==> config.mk <==
export PLATFORM = sky130hd
export DESIGN_NAME = gd_iter_controller_flat
export DESIGN_NICKNAME = d
export VERILOG_FILES = /design/src/rtl/gd_pkg.sv /design/src/rtl/gd_iter_controller_if.sv /design/src/rtl/gd_point_update.sv /design/src/rtl/gd_iter_controller.sv /design/src/flat_wrapper.sv
export SDC_FILE = /design/constraint.sdc
export NUM_CORES = 1
export LEC_CHECK = 0
export BUFFER_PORTS_ARGS = -buffer_cell sky130_fd_sc_hd__buf_2
export CORE_ASPECT_RATIO = 2
export CORE_UTILIZATION = 61
export CTS_CLUSTER_SIZE = 25
export DETAILED_ROUTE_END_ITERATION = 8
export PLACE_DENSITY = 0.87
export SYNTH_ARGS = -nofsm -noshare
export SYNTH_HDL_FRONTEND = slang
export SYNTH_SLANG_ARGS = --single-unit
==> constraint.sdc <==
create_clock -name clk -period 5.5 [get_ports clk]
set_input_delay 0.825 -clock clk [delete_from_list [all_inputs] [get_ports clk]]
set_output_delay 0.825 -clock clk [all_outputs]
set_load 0.03 [all_outputs]
==> src/rtl/gd_pkg.sv <==
// Shared types and Q8.8 arithmetic helpers for the gradient-descent iteration controller.
package gd_pkg;

  localparam int unsigned NUM_AXES    = 4;
  localparam logic [15:0] Q88_MAX     = 16'h7FFF;
  localparam logic [15:0] Q88_MIN     = 16'h8000;
  localparam logic [15:0] TOL_DEFAULT = 16'h0010;

  typedef enum logic [2:0] {
    S_IDLE,
    S_LOAD,
    S_REQ,
    S_RELEASE,
    S_UPDATE,
    S_DONE
  } state_e;

  typedef enum logic [1:0] {
    ST_CONVERGED = 2'd0,
    ST_MAX_ITER  = 2'd1,
    ST_OVERFLOW  = 2'd2,
    ST_TIMEOUT   = 2'd3
  } status_e;

  // Element [0] is axis a, [3] is axis d.
  typedef logic [NUM_AXES-1:0][15:0] point_t;

  // Signed Q8.8 add in 17 bits, clamped to the 16-bit range.
  function automatic logic [15:0] sat_add16(input logic [15:0] a, input logic [15:0] b);
    logic [16:0] sum;
    sum = {a[15], a} + {b[15], b};
    if (sum[16] == sum[15]) begin
      return sum[15:0];
    end else if (sum[16]) begin
      return Q88_MIN;
    end else begin
      return Q88_MAX;
    end
  endfunction

  // Magnitude in 17 bits so that |16'h8000| is 32768 rather than wrapping.
  function automatic logic [16:0] abs17(input logic [15:0] d);
    logic [16:0] x;
    x = {d[15], d};
    return x[16] ? (~x + 17'd1) : x;
  endfunction

endpackage

==> src/rtl/gd_iter_controller_if.sv <==
// Request/response handshake between the iteration controller and the function/gradient unit.
interface gd_iter_controller_if;

  logic        start_func;
  logic [15:0] a_out;
  logic [15:0] b_out;
  logic [15:0] c_out;
  logic [15:0] d_out;
  logic        func_done;
  logic [31:0] value;
  logic [15:0] a_diff;
  logic [15:0] b_diff;
  logic [15:0] c_diff;
  logic [15:0] d_diff;
  logic        overflow;

  modport master (
    output start_func, a_out, b_out, c_out, d_out,
    input  func_done, value, a_diff, b_diff, c_diff, d_diff, overflow
  );

  modport slave (
    input  start_func, a_out, b_out, c_out, d_out,
    output func_done, value, a_diff, b_diff, c_diff, d_diff, overflow
  );

endinterface

==> src/rtl/gd_point_update.sv <==
// Next-point computation: four saturating Q8.8 adders and the all-axes convergence compare.
module gd_point_update
  import gd_pkg::*;
#(
  parameter logic [15:0] TOL = TOL_DEFAULT
) (
  input  point_t i_point,
  input  point_t i_diff,
  output point_t o_next,
  output logic   o_converged
);

  // NOTE: every variable written in always_comb gets a value before any branch,
  // otherwise a path that skips the assignment infers a latch.
  always_comb begin
    o_next      = '0;
    o_converged = 1'b1;
    for (int i = 0; i < NUM_AXES; i++) begin
      o_next[i] = sat_add16(i_point[i], i_diff[i]);
      if (abs17(i_diff[i]) > {1'b0, TOL}) begin
        o_converged = 1'b0;
      end
    end
  end

endmodule

==> src/rtl/gd_iter_controller.sv <==
// Drives the function/gradient unit through a gradient-descent run: load point, 4-phase
// request/release handshake per evaluation, saturating update, and stop-condition detection.
module gd_iter_controller
  import gd_pkg::*;
#(
  parameter int unsigned MAX_ITER    = 16,
  parameter logic [15:0] TOL         = TOL_DEFAULT,
  parameter int unsigned TIMEOUT_CYC = 1024
) (
  input  logic                        clk,
  input  logic                        rst_n,
  input  logic                        run,
  input  logic [15:0]                 a_init,
  input  logic [15:0]                 b_init,
  input  logic [15:0]                 c_init,
  input  logic [15:0]                 d_init,
  gd_iter_controller_if.master        fif,
  output logic                        busy,
  output logic                        done,
  output logic [1:0]                  status,
  output logic [15:0]                 iter_count,
  output logic [31:0]                 last_value
);

  localparam int unsigned      TMO_W     = $clog2(TIMEOUT_CYC + 1);
  localparam logic [TMO_W-1:0] TMO_LAST  = TMO_W'(TIMEOUT_CYC - 1);
  localparam logic [15:0]      ITER_LAST = 16'(MAX_ITER);

  state_e           r_state;
  status_e          r_status;
  point_t           r_point;
  point_t           r_diff;
  logic [31:0]      r_value;
  logic [31:0]      r_last;
  logic             r_ovf;
  logic             r_start;
  logic             r_busy;
  logic             r_done;
  logic             r_rearm;
  logic [15:0]      r_iter;
  logic [TMO_W-1:0] r_tmo;

  point_t           w_init;
  point_t           w_diff_in;
  point_t           w_next;
  logic             w_converged;
  logic             w_tmo_last;
  logic             w_finish;
  logic [15:0]      w_iter_next;
  status_e          w_fin_status;

  assign w_init      = {d_init, c_init, b_init, a_init};
  assign w_diff_in   = {fif.d_diff, fif.c_diff, fif.b_diff, fif.a_diff};
  assign w_iter_next = r_iter + 16'd1;
  assign w_tmo_last  = (r_tmo == TMO_LAST);

  gd_point_update #(
    .TOL (TOL)
  ) u_point_update (
    .i_point     (r_point),
    .i_diff      (r_diff),
    .o_next      (w_next),
    .o_converged (w_converged)
  );

  // Every way of ending a run funnels through one flag so DONE entry is handled in one place.
  always_comb begin
    w_finish     = 1'b0;
    w_fin_status = ST_TIMEOUT;
    case (r_state)
      S_REQ:     w_finish = !fif.func_done && w_tmo_last;
      S_RELEASE: w_finish =  fif.func_done && w_tmo_last;
      S_UPDATE: begin
        w_finish = r_ovf || w_converged || (w_iter_next == ITER_LAST);
        if (r_ovf) begin
          w_fin_status = ST_OVERFLOW;
        end else if (w_converged) begin
          w_fin_status = ST_CONVERGED;
        end else begin
          w_fin_status = ST_MAX_ITER;
        end
      end
      default: ;
    endcase
  end

  // NOTE: state registers use non-blocking assignments so every register samples
  // pre-edge values; a later assignment in the same block overrides an earlier one.
  always_ff @(posedge clk or negedge rst_n) begin
    if (!rst_n) begin
      r_state  <= S_IDLE;
      r_status <= ST_CONVERGED;
      r_point  <= '0;
      r_diff   <= '0;
      r_value  <= '0;
      r_last   <= '0;
      r_ovf    <= 1'b0;
      r_start  <= 1'b0;
      r_busy   <= 1'b0;
      r_done   <= 1'b0;
      r_rearm  <= 1'b0;
      r_iter   <= '0;
      r_tmo    <= '0;
    end else begin
      r_done <= 1'b0;
      case (r_state)
        S_IDLE: begin
          if (run) begin
            r_state <= S_LOAD;
            r_busy  <= 1'b1;
          end
        end
        S_LOAD: begin
          r_point <= w_init;
          r_iter  <= '0;
          r_tmo   <= '0;
          r_start <= 1'b1;
          r_state <= S_REQ;
        end
        S_REQ: begin
          if (fif.func_done) begin
            r_diff  <= w_diff_in;
            r_value <= fif.value;
            r_ovf   <= fif.overflow;
            r_start <= 1'b0;
            r_tmo   <= '0;
            r_state <= S_RELEASE;
          end else begin
            r_tmo <= r_tmo + 1'b1;
          end
        end
        S_RELEASE: begin
          if (!fif.func_done) begin
            r_state <= S_UPDATE;
          end else begin
            r_tmo <= r_tmo + 1'b1;
          end
        end
        S_UPDATE: begin
          r_iter <= w_iter_next;
          // An overflowing evaluation leaves the point and the reported value untouched.
          if (!r_ovf) begin
            r_point <= w_next;
            r_last  <= r_value;
          end
          r_tmo   <= '0;
          r_start <= 1'b1;
          r_state <= S_REQ;
        end
        S_DONE: begin
          // A run level left high from the previous start must be seen low before re-arming.
          if (!run) begin
            r_rearm <= 1'b1;
          end else if (r_rearm) begin
            r_state <= S_LOAD;
            r_busy  <= 1'b1;
          end
        end
        default: r_state <= S_IDLE;
      endcase

      if (w_finish) begin
        r_state  <= S_DONE;
        r_start  <= 1'b0;
        r_busy   <= 1'b0;
        r_done   <= 1'b1;
        r_status <= w_fin_status;
        r_rearm  <= 1'b0;
      end
    end
  end

  assign fif.start_func = r_start;
  assign fif.a_out      = r_point[0];
  assign fif.b_out      = r_point[1];
  assign fif.c_out      = r_point[2];
  assign fif.d_out      = r_point[3];
  assign busy           = r_busy;
  assign done           = r_done;
  assign status         = r_status;
  assign iter_count     = r_iter;
  assign last_value     = r_last;

  a_start_within_busy: assert property (@(posedge clk) disable iff (!rst_n) r_start |-> r_busy);
  a_done_not_busy:     assert property (@(posedge clk) disable iff (!rst_n) r_done |-> !r_busy);

endmodule
==> src/flat_wrapper.sv <==
// flat-port wrapper written by rule: the top's interface ports become plain ports
module gd_iter_controller_flat import gd_pkg::*;
#(
  parameter int unsigned MAX_ITER    = 16,
  parameter logic [15:0] TOL         = TOL_DEFAULT,
  parameter int unsigned TIMEOUT_CYC = 1024
)
  (clk, rst_n, run, a_init, b_init, c_init, d_init, busy, done, status, iter_count, last_value, fif_start_func, fif_a_out, fif_b_out, fif_c_out, fif_d_out, fif_func_done, fif_value, fif_a_diff, fif_b_diff, fif_c_diff, fif_d_diff, fif_overflow);
  gd_iter_controller_if fif_i ();
  input  logic clk;
  input  logic rst_n;
  input  logic run;
  input  logic [15:0] a_init;
  input  logic [15:0] b_init;
  input  logic [15:0] c_init;
  input  logic [15:0] d_init;
  output logic busy;
  output logic done;
  output logic [1:0] status;
  output logic [15:0] iter_count;
  output logic [31:0] last_value;
  output wire logic [$bits(fif_i.start_func)-1:0] fif_start_func;
  output wire logic [$bits(fif_i.a_out)-1:0] fif_a_out;
  output wire logic [$bits(fif_i.b_out)-1:0] fif_b_out;
  output wire logic [$bits(fif_i.c_out)-1:0] fif_c_out;
  output wire logic [$bits(fif_i.d_out)-1:0] fif_d_out;
  input wire logic [$bits(fif_i.func_done)-1:0] fif_func_done;
  input wire logic [$bits(fif_i.value)-1:0] fif_value;
  input wire logic [$bits(fif_i.a_diff)-1:0] fif_a_diff;
  input wire logic [$bits(fif_i.b_diff)-1:0] fif_b_diff;
  input wire logic [$bits(fif_i.c_diff)-1:0] fif_c_diff;
  input wire logic [$bits(fif_i.d_diff)-1:0] fif_d_diff;
  input wire logic [$bits(fif_i.overflow)-1:0] fif_overflow;
  assign fif_start_func = fif_i.start_func;
  assign fif_a_out = fif_i.a_out;
  assign fif_b_out = fif_i.b_out;
  assign fif_c_out = fif_i.c_out;
  assign fif_d_out = fif_i.d_out;
  assign fif_i.func_done = fif_func_done;
  assign fif_i.value = fif_value;
  assign fif_i.a_diff = fif_a_diff;
  assign fif_i.b_diff = fif_b_diff;
  assign fif_i.c_diff = fif_c_diff;
  assign fif_i.d_diff = fif_d_diff;
  assign fif_i.overflow = fif_overflow;
  gd_iter_controller #(.MAX_ITER(MAX_ITER), .TOL(TOL), .TIMEOUT_CYC(TIMEOUT_CYC)) u_core (.clk(clk), .rst_n(rst_n), .run(run), .a_init(a_init), .b_init(b_init), .c_init(c_init), .d_init(d_init), .fif(fif_i), .busy(busy), .done(done), .status(status), .iter_count(iter_count), .last_value(last_value));
endmodule
==> flow_summary.yaml <==
outcome:
  status: "completed"
power_and_ir_drop:
  power_uw: 12400
  p_int_uw: 6270
  power_density_mw_per_mm2: 755
  comb_power_share_pct: 60.1
  p_switching_uw: 6170
  irDropWorstVdd_v: 0.000502
  p_leak_uw: 0.00765
  clkPwrFrac_pct: 13.2
  p_seq_share_pct: 26.7
  switching_share_pct: 49.6
clock_tree:
  ctsHoldBuffers: 0
  root_buffer: "clkbuf_16"
  htreeDepth: 1
  numCtsBuffers: 22
  cts_resized: 0
  clkSlewWorstSetupHoldPaths_ps: 70
  clk_latency_ps: 530
  postCtsSetupBuffers: 0
  clk_path_buf_depth: 3
  clock-sinks: 229
  cts_tree: "built"
cells_and_area:
  final.fill_count: 1709
  final_nets: 2039
  multi_input_comb_area_mm2: 0.00793
  ff_latch_area_mm2: 0.00573
  syn_to_final_growth_pct: 17.0
  drive_gt1_share_pct: 24.5
place:
  dpl.hpwl_mm: 31.1
  gp_congestion: 0.982
  portBuffers: 281
floorplanning:
  initial_core_util_pct: 62.2
  core-area_mm2: 0.0226
  die_w_um: 109
  ios: 282
  dieArea_mm2: 0.0237
  die_h_um: 217
  fp-row-count: 78
logic_synthesis:
  synth_top_family_by_area: "simple AND/OR/NAND/NOR gates"
  syn_area_per_cell_um2: 9.09
  synth-xor-area-share_pct: 3.11
  synthAdderAreaFrac_pct: 7.41
  synth_edf_count: 0
  yosys_warnings: 0
  synth-compound-area-share_pct: 18.9
  synthMuxAreaShare_pct: 7.14
  synth_cell_types: 77
  synthArstFlopShare_pct: 100
  yosysSeqAreaShare_pct: 40.7
  synthCells: 1550
  yosys.area_share.simple_pct: 19.5
  synth_area_mm2: 0.0141
  syn_nets: 1796
  synth-seq-cells: 229
  synth-main-ff-cell: "dfrtp_1"
setup_path:
  cp_max_fo: 16
  worstPathArrival_ps: 5010
  critPathCaptureType: "flop"
  rr_worst_depth: 14
  worst_setup_path_start_kind: "flop"
  crit_type: "reg -> reg"
  cp.required_ps: 5930
route:
  wl_mm: 42.8
  vias: 13323
  first_pass_iters: 5
  vias_per_cell: 6.37
  ant_nets: 0
  drc_errors: 0
  wire_per_inst_um: 20.5
  drt_iter0_drc: 792
timing:
  slew_headroom_pct: 20.2
  setup_violations: 0
  fin_setup_tns_ps: 0
  finalHoldViolations: 0
  maxSlewViolCount: 0
  max_freq_ghz: 0.219
  finalCritPeriodShare_pct: 83.2
  period_needed_ps: 4570
  tightest_slew_ps: 1190
  skew_ps: 10.7
  rsz0062_at_grt: "no"
global_route:
  antenna_found_initial: 3
  grt_max_degree: 138
  grt_pass1_vias: 13621
  grt_util_all_layers_pct: 36.7
  grt_pass1_wl_mm: 67.0
  grt-ovfl-total: 0
run:
  cap_viol_max_count: 0
hold_path:
  hold_path.class: "in -> async"
## final timing paths
check | start | endpoint | slack, ps
min in group clk | u_core.r_value[27]$_DFFE_PN0P_ | u_core.last_value[27]$_DFFE_PN0P_ | 470
worst max-delay path | u_core.r_diff[4]$_DFFE_PN0P_ | u_core.fif.a_out[0]$_DFFE_PN0P_ | 930
max in group asynchronous | rst_n | u_core.fif.a_out[4]$_DFFE_PN0P_ | 3900
worst max register to register | u_core.r_diff[4]$_DFFE_PN0P_ | u_core.fif.a_out[0]$_DFFE_PN0P_ | 930
worst min register to register | u_core.r_value[27]$_DFFE_PN0P_ | u_core.last_value[27]$_DFFE_PN0P_ | 470
worst min-delay path | rst_n | u_core.r_diff[27]$_DFFE_PN0P_ | 410
## cells by family after synthesis
family | after synthesis
mux | 90
fa+ha+maj | 81
simple gates | 556
flops | 229
compound gates | 424
xor+xnor | 50
buf+inv | 120
## through the flow
stage / setup slack (ps) / utilization, % / hold WS (ps) / std cells / cell area, µm²
2_1_floorplan: 1910 / - / 435 / 1550 / 14100
3_5_place_dp: 971 / 69.3 / 454 / 2049 / 15700
6_report: 926 / 72.8 / 414 / 2091 / 16500
3_3_place_gp: 1100 / 69.3 / 442 / 2049 / 15700
4_1_cts: 927 / 72.8 / 462 / 2089 / 16500
5_1_grt: 606 / 72.8 / 478 / 2089 / 16500
## critical path, cell delays in order, from the launching register on
cell and delay, ps:
dfrtp_1 610, ha_1 360, a21o_1 190, or4_1 440
o21bai_1 240, a31oi_1 240, nor3b_1 90, o21ai_0 170
nand2b_1 120, xor2_1 160, ha_1 640, o211ai_1 620
nand3_1 270, o21ai_0 130, o21ai_0 200
## power by group through the flow
stage	combinational, µW	sequential (µW)	clock (µW)
5_1_grt	8220	3390	1720
6_report	7480	3320	1640
2_1_floorplan	5080	3530	0
4_1_cts	7430	3280	1670
3_5_place_dp	7350	3300	0
3_3_place_gp	7130	3260	0
## final cells by class
| type | instances | share of cell area (%) |
|---|---|---|
| clock buffers | 26 | 3.68 |
| repair buffers | 292 | 9.17 |
| well taps | 280 | 2.13 |
| flip-flops and latches | 229 | 34.8 |
| inverters | 47 | 1.07 |
| multi-input cells | 1201 | 48.1 |
| diodes | 2 | 0.0304 |
| clock inverters | 14 | 1.07 |
## cell usage after synthesis, types with 6 or more instances
| cell | n | area (µm²) |
|---|---|---|
| dfrtp_1 | 229 | 5730 |
| o31ai_1 | 9 | 67.6 |
| or4_1 | 12 | 90.1 |
| nand3_1 | 32 | 160 |
| mux2i_1 | 6 | 60.1 |
| xnor2_1 | 26 | 228 |
| nor2b_1 | 8 | 50.1 |
| xor2_1 | 24 | 210 |
| o311ai_0 | 7 | 61.3 |
| a31oi_1 | 17 | 106 |
| o31a_1 | 6 | 52.6 |
| nor4_1 | 10 | 62.6 |
| clkbuf_1 | 65 | 244 |
| nor3b_1 | 6 | 45.0 |
| o21bai_1 | 6 | 45.0 |
| o211ai_1 | 15 | 113 |
| nand2b_1 | 28 | 175 |
| nand2_1 | 200 | 751 |
| nand4_1 | 10 | 62.6 |
| or3_1 | 38 | 238 |
| ha_1 | 77 | 963 |
| o21a_1 | 21 | 158 |
| inv_1 | 47 | 176 |
| and3_1 | 18 | 113 |
| nor3_1 | 56 | 280 |
| o21ai_0 | 161 | 806 |
| nor2_1 | 99 | 372 |
| a211oi_1 | 15 | 113 |
| o22ai_1 | 7 | 43.8 |
| a21o_1 | 19 | 143 |
| a21oi_1 | 80 | 400 |
| o2111ai_1 | 6 | 52.6 |
| mux2_2 | 84 | 946 |
## layer usage
metal | track usage (%) | part of all wire, %
met1 | 36.2 | 33
met5 | 0 | 0.026
met3 | 6.71 | 5.8
met2 | 65.2 | 53
met4 | 29.3 | 8.7
## cells in the final DEF, fill, tap and decap left out, types with 12 or more instances in the layout
| master | instances |
|---|---|
| a211oi_1 | 15 |
| a21o_1 | 19 |
| a21oi_1 | 80 |
| a31oi_1 | 17 |
| and3_1 | 18 |
| buf_2 | 280 |
| clkbuf_16 | 23 |
| dfrtp_1 | 229 |
| ha_1 | 77 |
| inv_1 | 47 |
| mux2_2 | 84 |
| nand2_1 | 200 |
| nand2b_1 | 28 |
| nand3_1 | 32 |
| nor2_1 | 96 |
| nor3_1 | 55 |
| o211ai_1 | 15 |
| o21a_1 | 21 |
| o21ai_0 | 161 |
| or3_1 | 38 |
| or4_1 | 12 |
| xnor2_1 | 26 |
| xor2_1 | 24 |
## sequential cells by signal, indices dropped and copies added, names as in the netlist
register,flops
u_core.r_value,32
u_core.last_value,32
u_core.fif.d_out,16
u_core.r_diff,64
u_core.status,2
u_core.fif.b_out,16
u_core.busy,1
u_core.r_tmo,11
u_core.r_rearm,1
u_core.fif.a_out,16
u_core.iter_count,16
u_core.fif.c_out,16
u_core.r_ovf,1
u_core.done,1
u_core.fif.start_func,1
u_core.r_state,3
Power figures use the tool's default switching activity.
